[src/rtl/lsu_pkg.sv]
// rtl/lsu_pkg.sv - shared constants and state type for the load/store unit
package lsu_pkg;

  localparam int MEM_WORDS_DEFAULT = 64;

  localparam logic [2:0] F3_B  = 3'b000;
  localparam logic [2:0] F3_H  = 3'b001;
  localparam logic [2:0] F3_W  = 3'b010;
  localparam logic [2:0] F3_BU = 3'b100;
  localparam logic [2:0] F3_HU = 3'b101;

  typedef enum logic [2:0] {
    IDLE,
    LOAD,
    RMW_READ,
    WRITE,
    RESP
  } state_t;

endpackage

[src/rtl/load_store_unit_if.sv]
// rtl/load_store_unit_if.sv - cpu request/response and data_memory port bundle
interface load_store_unit_if;

  logic        req_valid;
  logic        req_ready;
  logic        req_we;
  logic [2:0]  req_funct3;
  logic [31:0] req_addr;
  logic [31:0] req_wdata;

  logic        resp_valid;
  logic        resp_ready;
  logic [31:0] resp_rdata;
  logic        resp_err;

  logic        mem_write_enable;
  logic [31:0] mem_address;
  logic [31:0] mem_write_data;
  logic [31:0] mem_read_data;

  modport slave (
    input  req_valid, req_we, req_funct3, req_addr, req_wdata,
    input  resp_ready, mem_read_data,
    output req_ready, resp_valid, resp_rdata, resp_err,
    output mem_write_enable, mem_address, mem_write_data
  );

  modport master (
    output req_valid, req_we, req_funct3, req_addr, req_wdata,
    output resp_ready, mem_read_data,
    input  req_ready, resp_valid, resp_rdata, resp_err,
    input  mem_write_enable, mem_address, mem_write_data
  );

endinterface

[src/rtl/lsu_lane_align.sv]
// rtl/lsu_lane_align.sv - little-endian lane extraction/extension and store-lane merge
module lsu_lane_align
  import lsu_pkg::*;
(
  input  logic [1:0]  addr_lo,
  input  logic [2:0]  funct3,
  input  logic [31:0] rd_word,
  input  logic [31:0] wdata,
  output logic [31:0] load_data,
  output logic [31:0] merged_word
);

  logic [7:0]  byte_lane;
  logic [15:0] half_lane;

  // Select the addressed byte and halfword lanes of the fetched word
  always_comb begin
    byte_lane = rd_word[7:0];
    case (addr_lo)
      2'd1:    byte_lane = rd_word[15:8];
      2'd2:    byte_lane = rd_word[23:16];
      2'd3:    byte_lane = rd_word[31:24];
      default: byte_lane = rd_word[7:0];
    endcase
    half_lane = addr_lo[1] ? rd_word[31:16] : rd_word[15:0];
  end

  // Sign- or zero-extend the selected lane according to the access size
  always_comb begin
    load_data = '0;
    case (funct3)
      F3_B:    load_data = {{24{byte_lane[7]}}, byte_lane};
      F3_BU:   load_data = {24'd0, byte_lane};
      F3_H:    load_data = {{16{half_lane[15]}}, half_lane};
      F3_HU:   load_data = {16'd0, half_lane};
      F3_W:    load_data = rd_word;
      default: load_data = '0;
    endcase
  end

  // Overlay the low store bits onto the target lane of the old word
  always_comb begin
    merged_word = wdata;
    case (funct3)
      F3_B, F3_BU: begin
        merged_word = rd_word;
        case (addr_lo)
          2'd1:    merged_word[15:8]  = wdata[7:0];
          2'd2:    merged_word[23:16] = wdata[7:0];
          2'd3:    merged_word[31:24] = wdata[7:0];
          default: merged_word[7:0]   = wdata[7:0];
        endcase
      end
      F3_H, F3_HU: begin
        merged_word = rd_word;
        if (addr_lo[1]) merged_word[31:16] = wdata[15:0];
        else            merged_word[15:0]  = wdata[15:0];
      end
      default: merged_word = wdata;
    endcase
  end

endmodule

[src/rtl/load_store_unit.sv]
// rtl/load_store_unit.sv - cpu load/store requests to data_memory accesses with rmw sub-word stores
module load_store_unit
  import lsu_pkg::*;
#(
  parameter int MEM_WORDS = MEM_WORDS_DEFAULT
) (
  input  logic                clk,
  input  logic                reset,
  load_store_unit_if.slave    bus
);

  localparam logic [31:0] RANGE_LIMIT = 32'(MEM_WORDS * 4);

  state_t      state_q, state_d;
  logic [1:0]  addr_lo_q, addr_lo_d;
  logic [2:0]  funct3_q, funct3_d;
  logic [31:0] wdata_q, wdata_d;
  logic [31:0] mem_address_q, mem_address_d;
  logic [31:0] resp_rdata_q, resp_rdata_d;
  logic        resp_err_q, resp_err_d;

  logic [31:0] load_data;
  logic [31:0] merged_word;
  logic        misaligned;
  logic        funct3_illegal;
  logic        req_err;

  lsu_lane_align u_lane_align (
    .addr_lo     (addr_lo_q),
    .funct3      (funct3_q),
    .rd_word     (bus.mem_read_data),
    .wdata       (wdata_q),
    .load_data   (load_data),
    .merged_word (merged_word)
  );

  // Classify the incoming request as legal or erroneous
  always_comb begin
    misaligned     = 1'b0;
    funct3_illegal = 1'b0;
    case (bus.req_funct3)
      F3_B, F3_BU: misaligned = 1'b0;
      F3_H, F3_HU: misaligned = bus.req_addr[0];
      F3_W:        misaligned = |bus.req_addr[1:0];
      default:     funct3_illegal = 1'b1;
    endcase
    // unsigned sizes only make sense for loads
    req_err = funct3_illegal | misaligned | (bus.req_addr >= RANGE_LIMIT)
            | (bus.req_we & bus.req_funct3[2]);
  end

  // Next state and next values of the registered datapath
  always_comb begin
    state_d       = state_q;
    addr_lo_d     = addr_lo_q;
    funct3_d      = funct3_q;
    wdata_d       = wdata_q;
    mem_address_d = mem_address_q;
    resp_rdata_d  = resp_rdata_q;
    resp_err_d    = resp_err_q;
    case (state_q)
      IDLE: begin
        if (bus.req_valid) begin
          addr_lo_d    = bus.req_addr[1:0];
          funct3_d     = bus.req_funct3;
          wdata_d      = bus.req_wdata;
          resp_rdata_d = '0;
          resp_err_d   = 1'b0;
          if (req_err) begin
            resp_err_d = 1'b1;
            state_d    = RESP;
          end else begin
            mem_address_d = {2'b00, bus.req_addr[31:2]};
            if (!bus.req_we)                   state_d = LOAD;
            else if (bus.req_funct3 == F3_W)   state_d = WRITE;
            else                               state_d = RMW_READ;
          end
        end
      end
      LOAD: begin
        resp_rdata_d = load_data;
        state_d      = RESP;
      end
      RMW_READ: begin
        wdata_d = merged_word;
        state_d = WRITE;
      end
      WRITE: state_d = RESP;
      RESP: begin
        if (bus.resp_ready) state_d = IDLE;
      end
      default: state_d = IDLE;
    endcase
  end

  // State and datapath registers; reset drops any in-flight response
  always_ff @(posedge clk) begin
    if (reset) begin
      state_q       <= IDLE;
      addr_lo_q     <= '0;
      funct3_q      <= '0;
      wdata_q       <= '0;
      mem_address_q <= '0;
      resp_rdata_q  <= '0;
      resp_err_q    <= 1'b0;
    end else begin
      state_q       <= state_d;
      addr_lo_q     <= addr_lo_d;
      funct3_q      <= funct3_d;
      wdata_q       <= wdata_d;
      mem_address_q <= mem_address_d;
      resp_rdata_q  <= resp_rdata_d;
      resp_err_q    <= resp_err_d;
    end
  end

  assign bus.req_ready        = (state_q == IDLE);
  assign bus.resp_valid       = (state_q == RESP);
  assign bus.resp_rdata       = resp_rdata_q;
  assign bus.resp_err         = resp_err_q;
  // a reset seen during the write cycle must not corrupt memory
  assign bus.mem_write_enable = (state_q == WRITE) & ~reset;
  assign bus.mem_address      = mem_address_q;
  assign bus.mem_write_data   = wdata_q;

endmodule

[src/flat_wrapper.sv]
// flat-port wrapper written by rule: the top's interface ports become plain ports
module load_store_unit_flat import lsu_pkg::*;
#(
  parameter int MEM_WORDS = MEM_WORDS_DEFAULT
)
  (clk, reset, bus_req_valid, bus_req_we, bus_req_funct3, bus_req_addr, bus_req_wdata, bus_resp_ready, bus_mem_read_data, bus_req_ready, bus_resp_valid, bus_resp_rdata, bus_resp_err, bus_mem_write_enable, bus_mem_address, bus_mem_write_data);
  load_store_unit_if bus_i ();
  input  logic clk;
  input  logic reset;
  input wire logic [$bits(bus_i.req_valid)-1:0] bus_req_valid;
  input wire logic [$bits(bus_i.req_we)-1:0] bus_req_we;
  input wire logic [$bits(bus_i.req_funct3)-1:0] bus_req_funct3;
  input wire logic [$bits(bus_i.req_addr)-1:0] bus_req_addr;
  input wire logic [$bits(bus_i.req_wdata)-1:0] bus_req_wdata;
  input wire logic [$bits(bus_i.resp_ready)-1:0] bus_resp_ready;
  input wire logic [$bits(bus_i.mem_read_data)-1:0] bus_mem_read_data;
  output wire logic [$bits(bus_i.req_ready)-1:0] bus_req_ready;
  output wire logic [$bits(bus_i.resp_valid)-1:0] bus_resp_valid;
  output wire logic [$bits(bus_i.resp_rdata)-1:0] bus_resp_rdata;
  output wire logic [$bits(bus_i.resp_err)-1:0] bus_resp_err;
  output wire logic [$bits(bus_i.mem_write_enable)-1:0] bus_mem_write_enable;
  output wire logic [$bits(bus_i.mem_address)-1:0] bus_mem_address;
  output wire logic [$bits(bus_i.mem_write_data)-1:0] bus_mem_write_data;
  assign bus_i.req_valid = bus_req_valid;
  assign bus_i.req_we = bus_req_we;
  assign bus_i.req_funct3 = bus_req_funct3;
  assign bus_i.req_addr = bus_req_addr;
  assign bus_i.req_wdata = bus_req_wdata;
  assign bus_i.resp_ready = bus_resp_ready;
  assign bus_i.mem_read_data = bus_mem_read_data;
  assign bus_req_ready = bus_i.req_ready;
  assign bus_resp_valid = bus_i.resp_valid;
  assign bus_resp_rdata = bus_i.resp_rdata;
  assign bus_resp_err = bus_i.resp_err;
  assign bus_mem_write_enable = bus_i.mem_write_enable;
  assign bus_mem_address = bus_i.mem_address;
  assign bus_mem_write_data = bus_i.mem_write_data;
  load_store_unit #(.MEM_WORDS(MEM_WORDS)) u_core (.clk(clk), .reset(reset), .bus(bus_i));
endmodule
[config.mk]
export PLATFORM = sky130hd
export DESIGN_NAME = load_store_unit_flat
export DESIGN_NICKNAME = d
export VERILOG_FILES = /design/src/rtl/lsu_pkg.sv /design/src/rtl/load_store_unit_if.sv /design/src/rtl/lsu_lane_align.sv /design/src/rtl/load_store_unit.sv /design/src/flat_wrapper.sv
export SDC_FILE = /design/constraint.sdc
export NUM_CORES = 1
export LEC_CHECK = 0
export CORE_MARGIN = 5
export CORE_UTILIZATION = 44
export CTS_BUF_LIST = sky130_fd_sc_hd__clkbuf_8
export DETAILED_ROUTE_END_ITERATION = 6
export PLACE_DENSITY = 0.82
export RECOVER_POWER = 100
export SLEW_MARGIN = 0
export SYNTH_ARGS = -nofsm -noshare
export SYNTH_HDL_FRONTEND = slang
export SYNTH_SLANG_ARGS = --single-unit
[constraint.sdc]
create_clock -name clk -period 2 [get_ports clk]
set_input_delay 0.5 -clock clk [delete_from_list [all_inputs] [get_ports clk]]
set_output_delay 0.5 -clock clk [all_outputs]
set_load 0.005 [all_outputs]
==> metrics list, run 1 <==
* Post-CTS Hold Fix Bufs: 0
- CP Class: in2reg
* Routed length per instance: 19.39 um
* Final number of hold-violating endpoints: 0
- The first detailed-routing pass ran for 5 iterations.
- The setup check on the worst reg-to-reg path leaves a slack of 140 ps.
- Unrepaired setup endpoints after global routing: no
- The clock reaches the later pin of the worst-skew pair after 380 ps.
* Final non-filler cell area: 7565 sq um
- Vias in the first global route: 5243
* Routability cong.: 0.9533
- Clock sinks: 103
* Drt via density: 5.759
- STA classifies the critical path startpoint as an input pin.
* Complex-gate fraction of the synthesized area: 29.09%
- Along the worst path, the maximum fanout reaches 7.
- The worst register-to-register path has a depth of 6.
- Total leakage power: 3.169 nW
- Combinational family with the most area after synthesis: compound AO/OA/AOI/OAI gates
- IR analysis of the VDD net gives a maximum drop of 0.3578 mV.
- Relative to the synthesized area, the layout overhead comes to 53.49%.
- Summing the areas of all fa, ha and maj instances in the mapped netlist gives 0% of the synthesized area.
- Across every metal layer, demand over resource in global routing totals 25.61%.
* Master of the slowest instance on the critical path: sky130_fd_sc_hd__clkdlybuf4s50_1
- Adding up every negative setup slack in the final design gives 0 ps.
- The worst pin sits at a relative slew slack of 53.91%.
- Synthesized area per cell: 9.195 sq um
* Cell type contributing the most total cell area after synthesis: sky130_fd_sc_hd__dfxtp_1
- Half-perimeter wire length after detailed placement: 13710 um
* Crit share post-route: 95.96%
* FFs w/ async S/R, synth: 0%
- Clock Pin Slew Worst Setup and Hold Paths: 120 ps
* Placed cell areas: 7336 sq um
* Highest clock frequency the design can meet: 0.5211 GHz
* Hold/Removal Path Class: reg2reg
- Ant. Diodes: 0
* Critical path capture point: u_core.bus.mem_address[1]$_SDFFE_PP0P_
- Vertical die dimension: 115.8 um
- Stages on worst setup path: 6
* Antenna Violating Nets Remaining: 0
* Die area: 13420 sq um
- The clock passes through at most 2 buffers.
- Synthesis handed over a netlist of 536 instances.
- Dominant synthesized flop cell: sky130_fd_sc_hd__dfxtp_1
- 1st-iter DRT viols: 406
* Cell chosen for the clock root: sky130_fd_sc_hd__clkbuf_8
* Data required time at the worst endpoint: 2290 ps
* Total power after layout: 4.326 mW
- Overflow after GRT: 0
- I/O Pins: 204
- The worst register-to-register path ends at u_core.bus.mem_write_data[1]$_SDFFE_PP0P_.
* Share of cells above drive strength 1: 11.37%
* Total number of H-tree levels: 3
- The share of the Yosys chip area taken by registers is 41.84%.
- Final critical path time including I/O delays and setup: 1919 ps
- Across all layers, the routed design uses 5212 vias.
- Between clock sinks in the finished design, the worst skew comes to 16.01 ps.
- Count of buffering cells on the critical path with inverters included: 2
- Multiplexer cells account for 7.235% of the synthesized area.
- Antenna violations before repair: 1
- The first global-routing pass estimated 27330 um of wire.
- Entering global routing, the biggest net connects 27 pins.
* Count of input and output buffers: 201
* Netlist area before placement: 4928 sq um
* Largest delay contributor family on the critical path: buffers and inverters
- Total number of yosys warnings: 0
- In this run the core area contains 38 standard-cell rows.
- Max incr delay on CP: 460 ps
- Power Dens Cells: 571.8 nW/um^2
* Crit. Startpoint: bus_req_funct3[2]
- Synth unique cells: 58
- After Yosys synthesis, and, or, nand and nor cells account for 16.78% of the synthesized area.
- The run finished with clean final reports.
* TritonCTS Buffers: 9
- Walking the worst path, the cells encountered are clkdlybuf4s50_1 > o31a_1 > o22a_1 > nor4_4 > buf_4 > mux2i_1.
- Setup violations remaining at the end of the flow were counted as 0.
- The synthesized netlist devotes 0% of its cell area to XOR and XNOR gates.
* Synth area leaders: sky130_fd_sc_hd__dfxtp_1 42%, sky130_fd_sc_hd__mux2i_1 6.1%, sky130_fd_sc_hd__o2bb2ai_1 4.4%, sky130_fd_sc_hd__a22oi_1 3.7%, sky130_fd_sc_hd__and2_1 3.4%
- The final layout contains routed wiring with a total length of 17550 um.
- At the pin with the least slew margin, the transition time is 689.5 ps.
* Final count of pins violating max slew: 0
- Clock tree from TritonCTS: yes
* Data arrival at the endpoint of the critical path: 2210 ps
- Placeable core region: 10890 sq um
* Reported max-cap violation count: 0
* Synth top area share: 41.84%
- Number of flops mapped to enable cells by yosys: 0
* Endpoint type of the worst setup path: flip-flop
* Die width: 115.8 um
* Register bit count reported by yosys: 103
- Final Net Count: 864
- Starting density of the core: 45.27%
* Startpoint of the worst register-to-register path: u_core.state_q[2]$_SDFFE_PP0P_
- Final routed DRC violation total: 0
==> cell usage after synthesis, types with 9 or more instances <==
library cell                number
sky130_fd_sc_hd__a211oi_1       10
sky130_fd_sc_hd__a21oi_1        21
sky130_fd_sc_hd__a22oi_1        24
sky130_fd_sc_hd__and2_1         27
sky130_fd_sc_hd__clkbuf_1       33
sky130_fd_sc_hd__dfxtp_1       103
sky130_fd_sc_hd__inv_1          10
sky130_fd_sc_hd__mux2i_1        30
sky130_fd_sc_hd__nand2_1        35
sky130_fd_sc_hd__nand2b_1       18
sky130_fd_sc_hd__nor2_1         27
sky130_fd_sc_hd__nor3_1         13
sky130_fd_sc_hd__o21a_1          9
sky130_fd_sc_hd__o21ai_0        17
sky130_fd_sc_hd__o21ai_1        17
sky130_fd_sc_hd__o2bb2ai_1      25
sky130_fd_sc_hd__o31a_1          9
sky130_fd_sc_hd__o31ai_1         9
==> how the worst min path moves through the flow <==
stage                                                     startpoint                                          to  cells past startpoint
after floorplan           u_core.bus.mem_write_data[16]$_SDFFE_PP0P_  u_core.bus.mem_write_data[16]$_SDFFE_PP0P_                      2
after global routing           u_core.bus.resp_rdata[2]$_SDFFE_PP0P_       u_core.bus.resp_rdata[2]$_SDFFE_PP0P_                      2
after CTS                 u_core.bus.mem_write_data[16]$_SDFFE_PP0P_  u_core.bus.mem_write_data[16]$_SDFFE_PP0P_                      2
after global placement    u_core.bus.mem_write_data[17]$_SDFFE_PP0P_  u_core.bus.mem_write_data[17]$_SDFFE_PP0P_                      2
after detailed placement  u_core.bus.mem_write_data[16]$_SDFFE_PP0P_  u_core.bus.mem_write_data[16]$_SDFFE_PP0P_                      2
final                     u_core.bus.mem_write_data[22]$_SDFFE_PP0P_  u_core.bus.mem_write_data[22]$_SDFFE_PP0P_                      2
==> cells by family after synthesis <==
logic type / count (synthesis)
AOI/OAI and AO/OA: 196
buffers and inverters: 57
DFF: 103
muxes: 33
other: 1
and+or+nand+nor: 146
==> cell usage in the layout, fill, tap and decap left out, types with 3 or more instances in the layout <==
cell                              netlist  final
sky130_fd_sc_hd__inv_1                 10     10
sky130_fd_sc_hd__nor3_1                13     12
sky130_fd_sc_hd__o21ai_0               17     27
sky130_fd_sc_hd__a221oi_1               8      8
sky130_fd_sc_hd__mux2i_1               30     30
sky130_fd_sc_hd__nand2b_1              18     18
sky130_fd_sc_hd__a311oi_1               8      8
sky130_fd_sc_hd__clkbuf_4               0      4
sky130_fd_sc_hd__o31ai_1                9      9
sky130_fd_sc_hd__o221ai_1               7      7
sky130_fd_sc_hd__dfxtp_1              103    101
sky130_fd_sc_hd__clkbuf_8               0      9
sky130_fd_sc_hd__buf_12                 0      3
sky130_fd_sc_hd__a41oi_1                3      3
sky130_fd_sc_hd__a211oi_1              10     10
sky130_fd_sc_hd__dlygate4sd2_1          0      4
sky130_fd_sc_hd__inv_6                  0      3
sky130_fd_sc_hd__nor2b_1                4      4
sky130_fd_sc_hd__a22oi_1               24     24
sky130_fd_sc_hd__nor4_1                 5      5
sky130_fd_sc_hd__clkdlybuf4s50_1        0    107
sky130_fd_sc_hd__o211ai_1               8      8
sky130_fd_sc_hd__o211a_1                8      8
sky130_fd_sc_hd__buf_4                  4     45
sky130_fd_sc_hd__o21a_1                 9      9
sky130_fd_sc_hd__a21oi_1               21     21
sky130_fd_sc_hd__and2_1                27     25
sky130_fd_sc_hd__o31a_1                 9      9
sky130_fd_sc_hd__o2bb2ai_1             25     25
sky130_fd_sc_hd__nor2_1                27     26
sky130_fd_sc_hd__o21ai_1               17      7
sky130_fd_sc_hd__dlygate4sd3_1          0     89
sky130_fd_sc_hd__nand2_1               35     35
==> metal layers <==
metal / vias to the layer above / wire [um] / track usage [%]
li1: 2464 / - / -
met1: 2440 / 7333 / 33.29
met2: 256 / 8138 / 40.54
met3: 50 / 1409 / 6.266
met4: 2 / 660 / 11.14
met5: - / 7 / 0
==> sequential cells by signal, summed over array words and instances (netlist names) <==
register and count:
u_core.addr_lo_q 2, u_core.bus.mem_address 30, u_core.bus.mem_write_data 32, u_core.bus.resp_err 1
u_core.bus.resp_rdata 32, u_core.funct3_q 3, u_core.state_q 3
==> area by class of cell <==
class	count	area (sq um)
Multi-Input combinational cell	377	2633
Fill cell	857	3323
Sequential cell	103	2064
Timing Repair Buffer	258	2466
Clock inverter	7	61.31
Clock buffer	9	123.9
Tap cell	140	175.2
Inverter	11	41.29
==> tightest hold or removal path, cell delays in order, from the launching register on <==
cell and delay [ps]:
sky130_fd_sc_hd__dfxtp_1 330, sky130_fd_sc_hd__nand2_1 50, sky130_fd_sc_hd__o21ai_1 50
==> stage by stage <==
stage | instances | worst slack (ps) | hold WS [ps] | utilization (%)
final | 905 | 80.90 | 459.3 | 69.48
after global routing | 905 | 4.582 | 480.8 | 69.48
after CTS | 902 | 52.06 | 457.3 | 69.29
after detailed placement | 883 | -386.2 | 441.1 | 67.38
after global placement | 883 | -235.4 | 434.0 | 67.38
after floorplan | 537 | 121.2 | 442.6 | -
==> where the power goes <==
| part | total [mW] | switching (mW) | internal, mW |
|---|---|---|---|
| Combinational | 0.882 | 0.405 | 0.477 |
| Clock | 1.28 | 0.796 | 0.482 |
| Sequential | 2.17 | 0.0600 | 2.11 |
==> what timing repair did <==
| action | CTS | global route |
|---|---|---|
| endpoints found under the setup margin | 4 | 22 |
| endpoints found under the hold margin | 0 | 0 |
| buffers inserted | 3 | 3 |
| pin swaps | 0 | 4 |
| resized for setup | 8 | 4 |
(Power assumes the default switching activity.)
==> run 2: changes to the inputs <==
==> constraint.sdc (replaced) <==
create_clock -name clk -period 1.9 [get_ports clk]
set_input_delay 0.475 -clock clk [delete_from_list [all_inputs] [get_ports clk]]
set_output_delay 0.475 -clock clk [all_outputs]
set_load 0.005 [all_outputs]
==> run 2 against run 1 <==
Net effect: clock skew shrank 7.1 ps; setup slack worse by 48 ps; sequential share of layout area shrank 0.47 points; critical path type is now reg2out; critical endpoint is now bus_mem_write_enable; cell count increased by 0.77%; combinational power up 12%; cell area increased by 2.5%; critical path depth down 3; wire length increased by 3.6%; highest routed layer is now met4; die area did not move.
==> metrics list, run 2 (synthesis gave the netlist of run 1 again) <==
- The flow ran to the end, and the final reports show no timing, DRC or antenna violations.
* Total leakage power: 2.959 nW (-6.6%)
- The worst setup path is captured at an output port.
- The number of fill cells in the layout is 824 (-3.9%).
- Final standard cell utilization of the core: 71.20% (+1.7 points)
- Post-Route Skew: 8.867 ps (-7.143 ps)
* Half-perimeter wire length after detailed placement: 13860 um (+1.1%)
* Clock tree from TritonCTS: yes
- The final-report max-slew violation count came to 0 (unchanged).
- Routed length per instance: 19.93 um (+2.8%)
- Vias in the first global route: 5231 (-0.23%)
* Critical path, cell by cell: nor2b_2 > and3b_1 > dlygate4sd2_1
* Total number of H-tree levels: 3 (unchanged)
* Die width: 115.8 um (unchanged)
- In this run the clock root is driven by a sky130_fd_sc_hd__clkbuf_8.
- The DRC violation total after the first TritonRoute iteration was 451 (+11%).
* Critical path capture point: bus_mem_write_enable
- Leading cell type in the layout, fill and taps excluded: sky130_fd_sc_hd__clkdlybuf4s50_1
* Longest Clk Path Bufs: 2 (unchanged)
- The worst stage delay on the critical path came to 410 ps (-50 ps).
- Reported max-cap violation count: 0 (unchanged)
* Met3 capacity usage during global routing: 6.162% (-0.10 points)
* Drt via density: 5.818 (+1.0%)
- Number of endpoints failing setup at the final stage: 0 (unchanged)
- In the layout the commonest cells are 196 x sky130_fd_sc_hd__clkdlybuf4s50_1, 93 x sky130_fd_sc_hd__dfxtp_1, 58 x sky130_fd_sc_hd__buf_4.
- The placed cell count came to 891 (+0.91%).
* Number of rows created at floorplan: 38 (unchanged)
- The clock latency at the later pin of the worst-skew pair is 380 ps (about the same).
* First-pass GRT wire length: 27390 um (+0.20%)
- Kind of launch point of the worst setup path: flip-flop
- Crit. Startpoint: u_core.state_q[0]$_SDFFE_PP0P_
- Overflow after GRT: 0 (unchanged)
* Hold/Removal Path Class: reg2reg
- The routed via count came to 5306 (+1.8%).
- Post-CTS Hold Fix Bufs: 0 (unchanged)
- Unrepaired setup endpoints after global routing: yes
- Counting I/O delays and the setup requirement, the final critical path takes 1867 ps.
- The number of antenna violations at the first check in global routing is 0 (-1).
- For this run, the top clock speed supported by timing is 0.5357 GHz.
- The floorplan die height came to 115.8 um (unchanged).
- Final Net Count: 871 (+0.81%)
* TritonCTS Buffers: 9 (unchanged)
* Area overhead of the layout relative to synthesis: 57.30%
- The starting density of the core came to 45.27% (unchanged).
* Final number of hold-violating endpoints: 0 (unchanged)
* Total routing resource utilization after global routing: 25.90% (+0.29 points)
- The required time reported for the critical path endpoint came to 1420 ps (-870 ps).
- Headroom to the max-slew limit: 54.67% (+0.76 points)
- The largest net degree at the start of global routing is 36 (+33%).
* Die area: 13420 sq um (unchanged)
- Total power after layout: 4.622 mW (+6.8%)
* Global-route met1 utilization: 34.80% (+1.5 points)
- FF-to-FF End: u_core.bus.mem_write_data[5]$_SDFFE_PP0P_
* Clock Pin Slew Worst Setup and Hold Paths: 110 ps (about the same)
- The setup path with the least slack is of type reg2out.
* Crit share post-route: 98.25%
- Maximum net fanout on the critical path: 7 (unchanged)
- The cell area power density came to 596.2 nW/um^2 (+4.3%).
* Flop2flop setup slack: 130 ps (about the same)
* I/O Pins: 204 (unchanged)
- Master of the slowest instance on the critical path: sky130_fd_sc_hd__dfxtp_4
* Data arrival at the endpoint of the critical path: 1390 ps (-820 ps)
- Ant. Diodes: 0 (unchanged)
- Final routed DRC violation total: 0 (unchanged)
- The number of cells on the worst reg-to-reg path is 6 (unchanged).
- The clock net sink count came to 103 (unchanged).
* DRT Wirelength: 18170 um (+3.6%)
* Transition time at the pin with the least slew margin: 679.2 ps (-10.30 ps)
- The maximum ir drop on the vdd rail was 0.5479 mV (+53%).
* Share of cells above drive strength 1: 15.41% (+4.0 points)
* Startpoint of the worst register-to-register path: u_core.state_q[0]$_SDFFE_PP0P_
- The number of standard cells in the layout, taps in and fillers out came to 912 (+0.77%).
- Count of input and output buffers: 201 (unchanged)
* Critical hold path startpoint: u_core.bus.mem_write_data[18]$_SDFFE_PP0P_
- The placer's final routability congestion estimate was 0.9023 (-5.3%).
- The remaining antenna violation count after routing was 0 (unchanged).
- The total core area came to 10890 sq um (unchanged).
- The global routing usage on met2 is 40.43% (-0.12 points).
- The layer flagged by global routing as most heavily used is met2.
- The iteration count of the initial detailed-routing pass is 5 (unchanged).
## run 2: cell types whose count changed in the layout (fill, tap and decap cells not counted), sizes merged
cell           before  now
clkinvlp            1    0
dlygate4sd3        89    0
mux2i              31   32
buf                49   63
clkbuf             17    9
clkinv              1    2
clkdlybuf4s50     107  196
## run 2: worst min path at each step
| stage | cells past startpoint | slack (ps) | endpoint |
|---|---|---|---|
| after global placement | 2 | 440 | u_core.bus.mem_write_data[20]$_SDFFE_PP0P_ |
| after floorplan | 2 | 440 | u_core.bus.mem_write_data[16]$_SDFFE_PP0P_ |
| after detailed placement | 2 | 440 | u_core.bus.mem_write_data[16]$_SDFFE_PP0P_ |
| after global routing | 1 | 480 | u_core.bus.resp_rdata[30]$_SDFFE_PP0P_ |
| after CTS | 2 | 450 | u_core.bus.mem_write_data[16]$_SDFFE_PP0P_ |
| final | 2 | 450 | u_core.bus.mem_write_data[18]$_SDFFE_PP0P_ |
## run 2: timing repair
item / CTS / global route
gates resized for setup: 14 / 25
setup buffers: 1 / 3
setup endpoints to repair: 14 / 80
gates cloned: 0 / 1
pin swaps: 0 / 5
## run 2: critical path: cells and delay by family, from the launching register on
| family | cells | cell delay [ps] |
|---|---|---|
| simple gates | 2 | 350 |
| flops | 1 | 410 |
| buf+inv | 1 | 260 |
## run 2: power by group
group / switching [mW] / internal (mW) / leakage (nW)
Clock: 0.837 / 0.510 / 0.0984
Combinational: 0.452 / 0.540 / 2.02
Sequential: 0.0653 / 2.22 / 0.841
Total: 1.35 / 3.27 / 2.96
## run 2: cell type report
class                      instances  area, sq um  share of cell area, %
inverter                          11        41.29                 0.5326
timing repair buffer             264         2527                  32.60
sequential                       103         2079                  26.82
tap                              140        175.2                  2.260
multi-input combinational        378         2743                  35.38
clock buffer                       9        123.9                  1.598
clock inverter                     7        62.56                 0.8070
## run 2: layer usage
metal | wire length (um) | vias to the layer above
li1 | - | 2474
met2 | 8488 | 279
met4 | 589 | 0
met1 | 7435 | 2515
met5 | 0 | -
met3 | 1658 | 38
## run 2: per-stage QoR
stage	cell area, sq um	hold WS [ps]	TNS [ps]	setup WS (ps)
global route	7752	484.1	-79.96	-20.41
detailed placement	7396	440.3	-24240	-451.7
finish	7752	453.1	0	33.16
CTS	7611	454.7	0	1.488
floorplan	4932	442.6	0	46.23
global placement	7396	436.4	-20790	-387.9
==> run 3: changes to the inputs <==
--- a/config.mk
+++ b/config.mk
@@ -5,11 +5,13 @@
 export SDC_FILE = /design/constraint.sdc
 export NUM_CORES = 1
 export LEC_CHECK = 0
+export CELL_PAD_IN_SITES_DETAIL_PLACEMENT = 0
+export CELL_PAD_IN_SITES_GLOBAL_PLACEMENT = 1
 export CORE_MARGIN = 5
-export CORE_UTILIZATION = 44
+export CORE_UTILIZATION = 32
 export CTS_BUF_LIST = sky130_fd_sc_hd__clkbuf_8
 export DETAILED_ROUTE_END_ITERATION = 6
-export PLACE_DENSITY = 0.82
+export PLACE_DENSITY_LB_ADDON = 0.1
 export RECOVER_POWER = 100
 export SLEW_MARGIN = 0
 export SYNTH_ARGS = -nofsm -noshare
==> constraint.sdc (replaced) <==
create_clock -name clk -period 1.8 [get_ports clk]
set_input_delay 0.45 -clock clk [delete_from_list [all_inputs] [get_ports clk]]
set_output_delay 0.45 -clock clk [all_outputs]
set_load 0.005 [all_outputs]
==> run 3 against run 2 <==
Net effect: the flow now finishes with violations (negative setup slack); power up 12%; clock skew up 4.7 ps; utilization down 16 points; via count down 1.0%; setup slack worse by 150 ps; cell count up 8.4%; sequential share of layout area down 1.5 points; critical path depth up 5; clock power up 20%; worst hold slack better by 1.9 ps; count of clock-buffer cells in the layout unchanged; first-iteration DRC count down 26%.
==> metrics list, run 3 (synthesis gave the netlist of run 1 again) <==
- Critical path capture point: u_core.bus.mem_write_data[1]$_SDFFE_PP0P_
- Part of the total power dissipated in sequential elements: 46.4% (-3.0 points)
* Master of the slowest instance on the critical path: sky130_fd_sc_hd__or4b_4
* Crit. Startpoint: u_core.state_q[0]$_SDFFE_PP0P_
- Crit share post-route: 106.7%
* Reported net switching power: 1.524 mW (+12%)
- The die outline area is 17980 sq um (+34%).
- The total core area is 15150 sq um (+39%).
- Startpoint of the worst register-to-register path: u_core.state_q[0]$_SDFFE_PP0P_
- The floorplan die height came to 134.1 um (+16%).
- FF-to-FF End: u_core.bus.mem_write_data[1]$_SDFFE_PP0P_
* Max incr delay on CP: 570 ps (+160 ps)
* Final Net Count: 900 (+3.3%)
- Clock Pin Slew Worst Setup and Hold Paths: 120 ps (about the same)
- The number of I/O pins is 204 (unchanged).
- Most prevalent standard cell on the critical path: sky130_fd_sc_hd__buf_6
* Count of buffering cells on the critical path with inverters included: 4 (+3)
* Final critical path time including I/O delays and setup: 1921 ps
- Number of placed cells counting well taps: 950 (+6.6%)
- The post-detailed-routing wire length is 19640 um (+8.1%).
- Kind of launch point of the worst setup path: flip-flop
* Antenna violations before repair: 0 (unchanged)
- Routed length per instance: 19.86 um (-0.33%)
* Number of rows created at floorplan: 45 (+18%)
- The first-pass GRT wire length was 29540 um (+7.9%).
* Total of fill cells in the finished design: 1357 (+65%)
* Largest net degree at the start of global routing: 47 (+31%)
- The number of buffers created by CTS came to 9 (unchanged).
- The count of cells along the worst hold path came to 2 (unchanged).
- The DRC violation total after the first TritonRoute iteration was 335 (-26%).
- Data arrival at the endpoint of the critical path: 2210 ps (+820 ps)
- Clock Power Share: 31.3% (+2.2 points)
- Clock sinks: 103 (unchanged)
- The post-route DRC violation count is 0 (unchanged).
- The highest fanout seen on the critical path is 5 (-2).
- The library cells used most frequently in the layout, excluding fill and tap cells, are 179 x sky130_fd_sc_hd__clkdlybuf4s50_1, 82 x sky130_fd_sc_hd__dfxtp_1, 73 x sky130_fd_sc_hd__buf_4.
- Routability cong.: 0.8972 (-0.57%)
- The number of max-capacitance violations reported was 0 (unchanged).
- The critical path is of the reg2reg type.
- Share of cells above drive strength 1: 22.60% (+7.2 points)
- Half-perimeter wire length after detailed placement: 14910 um (+7.6%)
- The remaining antenna violation count after routing came to 0 (unchanged).
- The clock latency at the later pin of the worst-skew pair is 400 ps (+20 ps).
- The combined global-route utilization of all metal layers came to 21.12% (-4.8 points).
- Cell chosen for the clock root: sky130_fd_sc_hd__clkbuf_8
- Static timing analysis puts the maximum clock frequency at 0.5205 GHz.
* Critical path, cell by cell: buf_6 > or4b_4 > buf_12 > nand2b_4 > buf_6 > buf_6 > a21oi_2 > a311oi_1
- The iteration count of the initial detailed-routing pass came to 5 (unchanged).
* Post-Route Skew: 13.55 ps (+4.680 ps)
- The slew at the pin closest to its max-slew limit is 647.5 ps (-31.68 ps).
- The number of cells on the worst reg-to-reg path was 8 (+2).
- Final count of pins violating max slew: 0 (unchanged)
* Total leakage power: 3.264 nW (+10%)
- The x dimension of the die is 134.1 um (+16%).
- The library cell used most frequently in the layout, excluding fill and tap cells, is sky130_fd_sc_hd__clkdlybuf4s50_1.
* Area overhead of the layout relative to synthesis: 69.23%
- Maximum ir drop on the vdd rail: 0.3373 mV (-38%)
* Share of total power in combinational logic: 22.3% (+0.8 points)
- Worst-case setup margin in the final layout: -121.2 ps (-154.4 ps)
- Longest Clk Path Bufs: 2 (unchanged)
- Endpoint type of the worst setup path: flip-flop
- Number of standard cells in the layout, taps in and fillers out: 989 (+8.4%)
- Largest delay contributor family on the critical path: simple AND/OR/NAND/NOR gates
- The number of global-route vias before repair is 5223 (-0.15%).
* Final standard cell utilization of the core: 55.07% (-16 points)
- Data required time at the worst endpoint: 2090 ps (+670 ps)
- The number of setup violations in the final report was 15 (+15).
- Switching Share: 29.32% (about the same)
- Overall via count from detail_route: 5251 (-1.0%)
- The number of logic stages on the critical path including buffering is 8 (+5).
- TritonCTS built the clock tree.
- Failing checks: negative setup slack
- Setup repair after global routing could not meet its margin everywhere.
- The run finished, with violations left.
* Headroom to the max-slew limit: 56.79% (+2.1 points)
* Starting density of the core: 32.54% (-13 points)
* Total number of H-tree levels: 3 (unchanged)
* Overflow after GRT: 0 (unchanged)
- The slack of the worst reg-to-reg path is -120 ps (-250 ps).
- Power Dens Cells: 623.1 nW/um^2 (+4.5%)
- Hold/Removal Path Class: reg2reg
- Ant. Diodes: 0 (unchanged)
- The internal power of the cells was 3.673 mW (+12%).
* Count of input and output buffers: 201 (unchanged)
- The worst hold margin was 455.0 ps (+1.894 ps).
- Drt via density: 5.309 (-8.7%)
* Final number of hold-violating endpoints: 0 (unchanged)
[run 3: cell count changes in the layout (fill, tap and decap cells not counted), moves of 9 or more]
cell and delta:
sky130_fd_sc_hd__dlymetal6s2s_1 +9, sky130_fd_sc_hd__buf_6 +10, sky130_fd_sc_hd__buf_4 +15, sky130_fd_sc_hd__clkdlybuf4s50_1 -17
sky130_fd_sc_hd__dfxtp_1 -11
[run 3: cell type report]
cell class / instances / area, sq um / area share, %
Clock inverter: 7 / 101.3 / 1.215
Clock buffer: 9 / 123.9 / 1.485
Sequential cell: 103 / 2108 / 25.28
Multi-Input combinational cell: 378 / 2879 / 34.52
Timing Repair Buffer: 293 / 2851 / 34.19
Inverter: 11 / 41.29 / 0.4950
Tap cell: 188 / 235.2 / 2.820
[run 3: per-layer routing]
layer,up-vias,GRT usage [%],wire length [um]
li1,2529,-,-
met1,2441,26.73,8212
met2,246,34.42,9183
met3,35,6.002,1796
met4,0,7.749,449
met5,-,0,0
[run 3: power groups by stage]
stage | clock (mW) | combinational (mW) | sequential [mW]
floorplan | 0 | 0.430 | 2.44
global placement | 0 | 1.02 | 2.46
detailed placement | 0 | 1.03 | 2.47
CTS | 1.67 | 1.07 | 2.42
global route | 1.78 | 1.24 | 2.42
finish | 1.62 | 1.16 | 2.41
[run 3: tightest hold or removal path, delay by kind of cell (launching register included)]
kind	cells	cell delay (ps)
AOI/OAI and AO/OA	1	50
DFF	1	330
and+or+nand+nor	1	50
[run 3: timing repair]
action                                  4_1_cts  5_1_grt
hold buffers                                  0        0
buffers inserted                              5       15
gates resized for setup                      42       75
cloned                                        1        2
endpoints found under the setup margin       50      107
pin swaps                                     9       23
[run 3: how the worst min path moves through the flow]
| stage | from | endpoint |
|---|---|---|
| finish | u_core.bus.mem_write_data[17]$_SDFFE_PP0P_ | u_core.bus.mem_write_data[17]$_SDFFE_PP0P_ |
| global route | u_core.bus.mem_write_data[17]$_SDFFE_PP0P_ | u_core.bus.mem_write_data[17]$_SDFFE_PP0P_ |
| CTS | u_core.bus.mem_write_data[17]$_SDFFE_PP0P_ | u_core.bus.mem_write_data[17]$_SDFFE_PP0P_ |
| detailed placement | u_core.bus.mem_write_data[17]$_SDFFE_PP0P_ | u_core.bus.mem_write_data[17]$_SDFFE_PP0P_ |
| global placement | u_core.bus.mem_write_data[21]$_SDFFE_PP0P_ | u_core.bus.mem_write_data[21]$_SDFFE_PP0P_ |
| floorplan | u_core.bus.mem_write_data[16]$_SDFFE_PP0P_ | u_core.bus.mem_write_data[16]$_SDFFE_PP0P_ |
[run 3: through the flow]
step           setup slack, ps  power, mW  setup TNS [ps]  area, sq um
2_1_floorplan            15.18      2.869               0         4932
3_3_place_gp            -475.5      3.486          -30210         7564
3_5_place_dp            -521.8      3.495          -33240         7564
4_1_cts                 -211.0      5.158          -418.1         7951
5_1_grt                 -131.1      5.441           -1441         8341
6_report                -121.2      5.197          -603.6         8341
